[src/rtl/div_pkg.sv]
// Shared constants and state encoding for the iterative signed divider.
package div_pkg;

    localparam int unsigned WIDTH = 32;
    localparam int unsigned ITERS = WIDTH;
    localparam int unsigned CNT_W = $clog2(ITERS) + 1;

    typedef enum logic [2:0] {
        StIdle = 3'd0,
        StRun  = 3'd1,
        StSign = 3'd2,
        StDone = 3'd3,
        StZero = 3'd4
    } state_e;

endpackage

[src/rtl/div_if.sv]
// Request/response bundle between the control unit (master) and the divider (slave).
interface div_if #(
    parameter int unsigned WIDTH = 32
) ();

    logic             div_start;
    logic [WIDTH-1:0] dividend;
    logic [WIDTH-1:0] divisor;
    logic [WIDTH-1:0] hi_out;
    logic [WIDTH-1:0] lo_out;
    logic             div_done;
    logic             div_zero;
    logic             busy;

    modport master (
        output div_start, dividend, divisor,
        input  hi_out, lo_out, div_done, div_zero, busy
    );

    modport slave (
        input  div_start, dividend, divisor,
        output hi_out, lo_out, div_done, div_zero, busy
    );

endinterface

[src/rtl/div_step.sv]
// One restoring-division iteration on magnitudes: shift in the next dividend bit,
// subtract the divisor if it fits, and emit one quotient bit.
module div_step #(
    parameter int unsigned WIDTH = 32
) (
    input  logic [WIDTH:0]   rem,
    input  logic [WIDTH-1:0] quo,
    input  logic [WIDTH-1:0] divisor_abs,
    output logic [WIDTH:0]   rem_next,
    output logic [WIDTH-1:0] quo_next
);

    logic [WIDTH+1:0] trial;

    always_comb begin
        // Extra top bit acts as the borrow/sign of the trial subtraction.
        trial = {rem, quo[WIDTH-1]} - {2'b00, divisor_abs};
        if (!trial[WIDTH+1]) begin
            rem_next = trial[WIDTH:0];
            quo_next = {quo[WIDTH-2:0], 1'b1};
        end else begin
            rem_next = {rem[WIDTH-1:0], quo[WIDTH-1]};
            quo_next = {quo[WIDTH-2:0], 1'b0};
        end
    end

endmodule

[src/rtl/div_unit.sv]
// Iterative 32-bit signed divider: remainder to hi_out, quotient to lo_out.
// Magnitudes are divided by restoring steps, then signs are applied in SIGN.
module div_unit
    import div_pkg::*;
#(
    parameter int unsigned WIDTH = 32,
    parameter int unsigned ITERS = WIDTH
) (
    input logic  clk,
    input logic  reset,
    div_if.slave bus
);

    localparam int unsigned CntW = $clog2(ITERS) + 1;

    state_e state_q, state_d;

    logic [WIDTH:0]   rem_q;
    logic [WIDTH-1:0] quo_q;
    logic [WIDTH-1:0] dvs_q;
    logic [CntW-1:0]  cnt_q;
    logic             neg_quo_q;
    logic             neg_rem_q;
    logic [WIDTH-1:0] hi_q;
    logic [WIDTH-1:0] lo_q;

    logic [WIDTH:0]   rem_next;
    logic [WIDTH-1:0] quo_next;

    div_step #(
        .WIDTH (WIDTH)
    ) u_step (
        .rem         (rem_q),
        .quo         (quo_q),
        .divisor_abs (dvs_q),
        .rem_next    (rem_next),
        .quo_next    (quo_next)
    );

    always_ff @(posedge clk) begin
        if (!reset) begin
            state_q <= StIdle;
        end else begin
            state_q <= state_d;
        end
    end

    always_comb begin
        state_d = state_q;
        case (state_q)
            StIdle: begin
                if (bus.div_start) begin
                    state_d = (bus.divisor == '0) ? StZero : StRun;
                end
            end
            StRun: begin
                if (cnt_q == CntW'(ITERS - 1)) begin
                    state_d = StSign;
                end
            end
            StSign:  state_d = StDone;
            StDone:  state_d = StIdle;
            StZero:  state_d = StIdle;
            default: state_d = StIdle;
        endcase
    end

    always_comb begin
        bus.div_done = (state_q == StDone);
        bus.div_zero = (state_q == StZero);
        bus.busy     = (state_q != StIdle);
    end

    always_ff @(posedge clk) begin
        if (!reset) begin
            rem_q     <= '0;
            quo_q     <= '0;
            dvs_q     <= '0;
            cnt_q     <= '0;
            neg_quo_q <= 1'b0;
            neg_rem_q <= 1'b0;
            hi_q      <= '0;
            lo_q      <= '0;
        end else begin
            case (state_q)
                StIdle: begin
                    if (bus.div_start && (bus.divisor != '0)) begin
                        // Negating the most negative value wraps to itself, which is
                        // exactly its unsigned magnitude.
                        quo_q     <= bus.dividend[WIDTH-1] ? -bus.dividend : bus.dividend;
                        dvs_q     <= bus.divisor[WIDTH-1] ? -bus.divisor : bus.divisor;
                        neg_quo_q <= bus.dividend[WIDTH-1] ^ bus.divisor[WIDTH-1];
                        neg_rem_q <= bus.dividend[WIDTH-1];
                        rem_q     <= '0;
                        cnt_q     <= '0;
                    end
                end
                StRun: begin
                    rem_q <= rem_next;
                    quo_q <= quo_next;
                    cnt_q <= cnt_q + CntW'(1);
                end
                StSign: begin
                    lo_q <= neg_quo_q ? -quo_q : quo_q;
                    hi_q <= neg_rem_q ? -rem_q[WIDTH-1:0] : rem_q[WIDTH-1:0];
                end
                default: ;
            endcase
        end
    end

    assign bus.hi_out = hi_q;
    assign bus.lo_out = lo_q;

endmodule

[src/flat_wrapper.sv]
// flat-port wrapper written by rule: the top's interface ports become plain ports
module div_unit_flat import div_pkg::*;
#(
    parameter int unsigned WIDTH = 32,
    parameter int unsigned ITERS = WIDTH
)
  (clk, reset, bus_div_start, bus_dividend, bus_divisor, bus_hi_out, bus_lo_out, bus_div_done, bus_div_zero, bus_busy);
  div_if #(.WIDTH(WIDTH)) bus_i ();
  input logic clk;
  input logic reset;
  input wire logic [$bits(bus_i.div_start)-1:0] bus_div_start;
  input wire logic [$bits(bus_i.dividend)-1:0] bus_dividend;
  input wire logic [$bits(bus_i.divisor)-1:0] bus_divisor;
  output wire logic [$bits(bus_i.hi_out)-1:0] bus_hi_out;
  output wire logic [$bits(bus_i.lo_out)-1:0] bus_lo_out;
  output wire logic [$bits(bus_i.div_done)-1:0] bus_div_done;
  output wire logic [$bits(bus_i.div_zero)-1:0] bus_div_zero;
  output wire logic [$bits(bus_i.busy)-1:0] bus_busy;
  assign bus_i.div_start = bus_div_start;
  assign bus_i.dividend = bus_dividend;
  assign bus_i.divisor = bus_divisor;
  assign bus_hi_out = bus_i.hi_out;
  assign bus_lo_out = bus_i.lo_out;
  assign bus_div_done = bus_i.div_done;
  assign bus_div_zero = bus_i.div_zero;
  assign bus_busy = bus_i.busy;
  div_unit #(.WIDTH(WIDTH), .ITERS(ITERS)) u_core (.clk(clk), .reset(reset), .bus(bus_i));
endmodule
[config.mk]
export PLATFORM = sky130hd
export DESIGN_NAME = div_unit_flat
export DESIGN_NICKNAME = d
export VERILOG_FILES = /design/src/rtl/div_pkg.sv /design/src/rtl/div_if.sv /design/src/rtl/div_step.sv /design/src/rtl/div_unit.sv /design/src/flat_wrapper.sv
export SDC_FILE = /design/constraint.sdc
export NUM_CORES = 1
export LEC_CHECK = 0
export CAP_MARGIN = 30
export CORE_MARGIN = 4
export CORE_UTILIZATION = 55
export CTS_CLUSTER_DIAMETER = 100
export DETAILED_ROUTE_END_ITERATION = 10
export MAX_ROUTING_LAYER = met4
export PLACE_DENSITY_LB_ADDON = 0.2
export SLEW_MARGIN = 0
export SYNTH_ARGS = -nofsm -noshare
export SYNTH_HDL_FRONTEND = slang
export SYNTH_SLANG_ARGS = --single-unit
export TNS_END_PERCENT = 20
[constraint.sdc]
create_clock -name clk -period 3.6 [get_ports clk]
set_input_delay 0.54 -clock clk [delete_from_list [all_inputs] [get_ports clk]]
set_output_delay 0.54 -clock clk [all_outputs]
set_load 0.005 [all_outputs]
# [Word level (Yosys, flattened, before mapping)]
# Index checks and enable logic that the tools add are counted.
[totals] register_bits=172 latchBits=0 mem_bits_rw=0 rom_bits=0 in_bits=67 out_inout_bits=67 mem_count=0
[op_classes] addsub=6 n_mul=0 n_div=0 magnitude_cmp=0 n_eq_ne=8 n_shift=0 n_mux=16 n_bitwise=1 reduce_logical=9
[op_table] cell="$mux W32" n=5
[op_table] cell="$neg A32 Y32" n=4
[op_table] cell="$mux W33" n=2
[op_table] cell="$pmux W33 S2" n=1
[op_table] cell="$pmux W32 S2" n=1
[op_table] cell="$sub A34 B32 Y34" n=1
[op_table] cell="$logic_not A32 Y1" n=1
[op_table] cell="$reduce_bool A32 Y1" n=1
[op_table] cell="$pmux W6 S2" n=1
[op_table] cell="$mux W3" n=3
[op_table] cell="$pmux W3 S3" n=1
[op_table] cell="$add A6 B1 Y6 const B" n=1
[op_table] cell="$eq A3 B2 Y1 const B" n=2
[op_table] cell="$eq A6 B5 Y1 const B" n=1
[op_table] cell="$mux W6" n=1
[op_table] cell="$reduce_and A2 Y1" n=3
[op_table] cell="$ne A2 B1 Y1 const B" n=2
[op_table] cell="$eq A3 B1 Y1 const B" n=1
[op_table] cell="$eq A3 B3 Y1 const B" n=1
[op_table] cell="$logic_not A3 Y1" n=1
[op_table] cell="$reduce_bool A3 Y1" n=1
[op_table] cell="$ne A2 B2 Y1 const B" n=1
[op_table] cell="$reduce_bool A2 Y1" n=1
[op_table] cell="$logic_and A1 B1 Y1" n=1
[op_table] cell="2 further kinds" n=2

# [Logic depth before layout (Yosys ltp)]
# Gate-level depths: netlist (run 1).
[depth] ltp_word=4 depth_mapped=13 depth_no_buf=13

# [Modules after synthesis]
# From an unflattened synthesis (run 1), not the netlist that was laid out.
[hier_totals] hier_cells=1466 area_unflattened_um2=11335.9
[modules_own_cells] mod="div_unit" n_inst=1 cells_each=1107 area_each_um2=8932.3 seq_area_each_um2=3443.3
[modules_own_cells] mod="div_step" n_inst=1 cells_each=359 area_each_um2=2403.6 seq_area_each_um2=0.0

# [Least setup slack after synthesis (run 1)]
# No wires, ideal clock.
[synth_timing] path_type="reg-to-reg" from="reg u_core.rem_q[7]" to="reg u_core.rem_q[2]" t_arrival_ns=2.871 t_required_ns=3.483 slack_ns=0.612 path_stages_with_launch=11 path_buffers=1 synth_period_minus_slack_ns=2.988 path_cell_list="dfxtp_1 ha_1 and4_1 a221o_1 a311oi_2 a31oi_1 o21ai_1 xnor2_2 clkbuf_1 nand2_1 a32o_1"
[synth_via] elab_chain_cells=3
[synth_lines] element="start: declaration" line="div_unit.sv:18" rtl="logic [WIDTH:0] rem_q;"
[synth_lines] element="start signal: assignment" line="div_unit.sv:99" rtl="rem_q <= rem_next;"
[synth_lines] element="$sub A34 B32 Y34" line="div_step.sv:17" rtl="trial = {rem, quo[WIDTH-1]} - {2'b00, divisor_abs};"
[synth_lines] element="$mux W33" line="div_step.sv:18" rtl="if (!trial[WIDTH+1]) begin"
[synth_lines] element="$pmux W33 S2" line="div_unit.sv:85" rtl="case (state_q)"
# No other way between the ends.
# A chain may end at the register's enable or synchronous reset.

# [Worst setup path after layout (run 1)]
[layout_timing] from="reg u_core.quo_q[31]" to="reg u_core.rem_q[28]"
[layout_via] elab_chain_cells=3
[layout_lines] element="start: declaration" line="div_unit.sv:19" rtl="logic [WIDTH-1:0] quo_q;"
[layout_lines] element="start signal: assignment" line="div_unit.sv:90" rtl="quo_q <= bus.dividend[WIDTH-1] ? -bus.dividend : bus.dividend;"
[layout_lines] element="start signal: assignment" line="div_unit.sv:100" rtl="quo_q <= quo_next;"
[layout_lines] element="$sub A34 B32 Y34" line="div_step.sv:17"
[layout_lines] element="$mux W33" line="div_step.sv:18"
[layout_lines] element="$pmux W33 S2" line="div_unit.sv:85"
# No other way between the ends.

==> impl_metrics.tcl, run 1 <==
set metrics [dict create \
    status "finished, final reports clean" \
    r2r_cells 13 \
    num_vias 10100 \
    syn_inst 1348 \
    worst-path-max-fanout 4 \
    core-area_sq_um 19500 \
    rr_startpoint "u_core.quo_q[31]" \
    yosys_warnings 0 \
    min_period_ps 3320 \
    synthAdderAreaFrac_pct 4.43 \
    route.detailed.drc 0 \
    hold_viol 0 \
    syn2layout_area_growth_pct 20.9 \
    r2r_setup_slack_ps 280 \
    cts.sinks 172 \
    path_delay_family "compound AO/OA/AOI/OAI gates" \
    cts_tree "done" \
    grt_setup_unrepaired "no" \
    routed_wirelength_mm 28.1 \
    holdCritPathClass "flip-flop to flip-flop" \
    synth.distinct_cells 63 \
    p_sw_share_pct 28.1 \
    cts_setup_buffers 0 \
    clkLatencyLatePin_ps 430 \
    cp-end-kind "flip-flop" \
    critical_path_class "flip-flop to flip-flop" \
    start_kind "flip-flop" \
    synth_compound_area_share_pct 27.3 \
    slew_headroom_pct 38.5 \
    skew_ps 8.58 \
    wire_per_inst_um 16.2 \
    track_usage_pct 25.8 \
    max_stage_delay_ps 560 \
    synth_edf_count 0 \
    die_w_um 149 \
    clockPowerShare_pct 38.7 \
    tightestPinTransition_ps 922 \
    cts_max_path_buffers 2 \
    combPwrFrac_pct 19.4 \
    firstDrtPassIters 6 \
    intPower_mw 3.52 \
    total_power_mw 4.89 \
    cts_root_buffer "clkbuf_16" \
    rows 51 \
    layout.nets 1564 \
    drt-initial-drc-count 741 \
    peakVddDrop_v 0.000336 \
    design_area_sq_um 13200 \
    ys_ff_latch 172 \
    die_h_um 149 \
    avgSynthCellArea_sq_um 8.09 \
    start_util_pct 56.0 \
    dpl-instance-area_sq_um 12600 \
    final_layout_size_suffix_gt1_share_pct 5.98 \
    grt_max_degree 84 \
    synth_largest_area_cell "dfxtp_1" \
    antenna_found_initial 0 \
    yosys.area_share.simple_pct 19.2 \
    path_depth 13 \
    maxSlewViolCount 0 \
    grt_pass1_wl_mm 45.8 \
    synth.mux.area_fraction_pct 1.47 \
    synthDominantCellAreaShare_pct 31.6 \
    first_global_vias 9222 \
    path_clk_slew_ps 60 \
    async_flop_share_pct 0 \
    cp.arrival_ps 3620 \
    grt.overflow.total 0 \
    critPathLaunch "u_core.quo_q[31]" \
    setup_viol 0 \
    rr_endpoint "u_core.rem_q[28]" \
    diodes 0 \
    crit_chain "inv_1, ha_1, inv_1, fa_1, a211oi_1, o21ai_0, o2111ai_1, a211oi_1, nor2_1, o21ai_0, a31oi_1, a41oi_1, o211ai_1" \
    setup_ws_ps 285 \
    portBuffers 133 \
    cts_inserted_buffers 17 \
    clock.fmax_mhz 302 \
    mappedNetlistArea_sq_um 10900 \
    dp_hpwl_mm 20.4 \
    synth-xor-area-share_pct 11.6 \
    crit_required_ps 3900 \
    synth_top_family_by_area "compound AO/OA/AOI/OAI gates" \
    crit_path_end "u_core.rem_q[28]" \
    gp_congestion 0.950 \
    dieArea_sq_um 22100 \
    finalCritPeriodShare_pct 92.1 \
    powerDensity_nw_per_um2 371 \
    cap_violations 0 \
    synthesis.nets 1453 \
    path_buf_inv 2 \
    synth_flop_cell "dfxtp_1" \
    p_leak_nw 5.77 \
    viasPerCell 5.84 \
    antenna_left 0 \
    slowest_stage "o21ai_0" \
    h-tree-depth 4 \
    seqPwrFrac_pct 42.0 \
    ys_seq_area_share_pct 31.6 \
    placement.setup.worst_slack_ps -8.46 \
    p_sw_mw 1.37 \
    ios 134 \
    synth_area_leaders "dfxtp_1 32%, xor2_1 8.0%, nand2_1 7.3%" \
]
==> worst min path at each step <==
stage	cells after the start	slack, ps	startpoint	endpoint
floorplan	2	440	u_core.dvs_q[25]	u_core.dvs_q[25]
global placement	2	450	u_core.bus.lo_out[10]	u_core.bus.lo_out[10]
detailed placement	2	460	u_core.bus.lo_out[9]	u_core.bus.lo_out[9]
CTS	2	470	u_core.bus.lo_out[7]	u_core.bus.lo_out[7]
global route	2	480	u_core.bus.hi_out[29]	u_core.bus.hi_out[29]
finish	2	460	u_core.bus.lo_out[9]	u_core.bus.lo_out[9]
==> repair_timing <==
| action | 4_1_cts | 5_1_grt |
|---|---|---|
| hold buffers | 0 | 0 |
| endpoints found under the setup margin | 0 | 5 |
| resized for setup | 0 | 2 |
==> sequential cells by signal (all words and copies together), names as in the netlist <==
name               flops
u_core.rem_q          33
u_core.bus.hi_out     32
u_core.bus.lo_out     32
u_core.dvs_q          32
u_core.quo_q          32
u_core.cnt_q           6
u_core.state_q         3
u_core.neg_quo_q       1
u_core.neg_rem_q       1
==> cell usage in the layout, fill, tap and decap left out, types with 19 or more instances in the layout <==
cell type / Yosys / final
nand3_1: 23 / 23
a21boi_0: 28 / 28
buf_4: 0 / 33
nor2b_1: 26 / 26
xnor2_1: 43 / 43
nand2_1: 212 / 212
ha_1: 37 / 37
o21ai_0: 124 / 124
or3_1: 19 / 19
o211a_1: 65 / 65
dfxtp_1: 172 / 172
inv_1: 52 / 52
a21oi_1: 46 / 46
o31ai_1: 29 / 29
nor2_1: 43 / 42
clkdlybuf4s50_1: 0 / 132
and2_1: 27 / 27
xor2_1: 100 / 100
==> cell type report <==
cell class / instances / area (sq um)
Clock buffer: 22 / 464
Clock inverter: 9 / 138
Fill cell: 1641 / 6280
Inverter: 52 / 195
Multi-Input combinational cell: 1049 / 7000
Sequential cell: 172 / 3440
Tap cell: 265 / 332
Timing Repair Buffer: 167 / 1610
==> per-stage QoR <==
stage               TNS, ps  cells  hold slack [ps]  util [%]
floorplan                 0   1348              441         -
global placement          0   1705              450      64.6
detailed placement    -8.46   1705              457      64.6
CTS                       0   1736              466      67.7
global route              0   1736              482      67.7
finish                    0   1736              461      67.7
==> cell usage after synthesis, types with 12 or more instances <==
cell type,count
and2_1,27
ha_1,37
a21o_1,14
o211a_1,65
or3_1,19
xor2_1,100
xnor2_1,43
a21oi_1,46
or4_1,14
dfxtp_1,172
and3_1,12
nand2_1,212
a221oi_1,18
clkbuf_1,65
a22oi_1,15
a21boi_0,28
nor2_1,43
o41ai_1,14
inv_1,52
o31ai_1,29
nor2b_1,26
nand3_1,23
mux2i_1,16
o21ai_0,124
==> logic make-up (layout without fill, tap and decap cells) <==
logic type / after synthesis / after routing
adder cells (fa/ha/maj): 38 / 38
multiplexers: 16 / 16
XOR/XNOR: 144 / 144
buffers and inverters: 127 / 250
AO/OA/AOI/OAI: 418 / 418
AND/OR/NAND/NOR: 433 / 433
flip-flops: 172 / 172
==> layer usage <==
metal,global-route usage (%),wire length (um),up-vias
li1,-,-,5068
met1,35.6,13400,4696
met2,38.9,12300,328
met3,4.74,1900,41
met4,7.28,532,0
met5,-,0,-
==> worst register-to-register path, cell delays in order (launching register included) <==
cell and delay (ps):
dfxtp_1 380, inv_1 100, ha_1 210, inv_1 80, fa_1 240, a211oi_1 100
o21ai_0 310, o2111ai_1 210, a211oi_1 390, nor2_1 140, o21ai_0 560, a31oi_1 160
a41oi_1 200, o211ai_1 100
==> power by group through the flow <==
stage / combinational (mW) / sequential, mW / clock [mW]
final: 0.947 / 2.05 / 1.89
after detailed placement: 0.930 / 2.09 / 0
after global routing: 1.05 / 2.06 / 2.00
after CTS: 0.938 / 2.05 / 1.92
after floorplan: 0.656 / 2.06 / 0
after global placement: 0.919 / 2.09 / 0
Note: power is estimated with default switching activity, not from simulation.
==> run 2, diff against run 1 <==
--- a/config.mk
+++ b/config.mk
@@ -9,6 +9,7 @@
 export CORE_MARGIN = 4
 export CORE_UTILIZATION = 55
 export CTS_CLUSTER_DIAMETER = 100
+export CTS_CLUSTER_SIZE = 30
 export DETAILED_ROUTE_END_ITERATION = 10
 export MAX_ROUTING_LAYER = met4
 export PLACE_DENSITY_LB_ADDON = 0.2
==> results of run 2 <==
Final layout, timing and power as in run 1 (identical DEF).
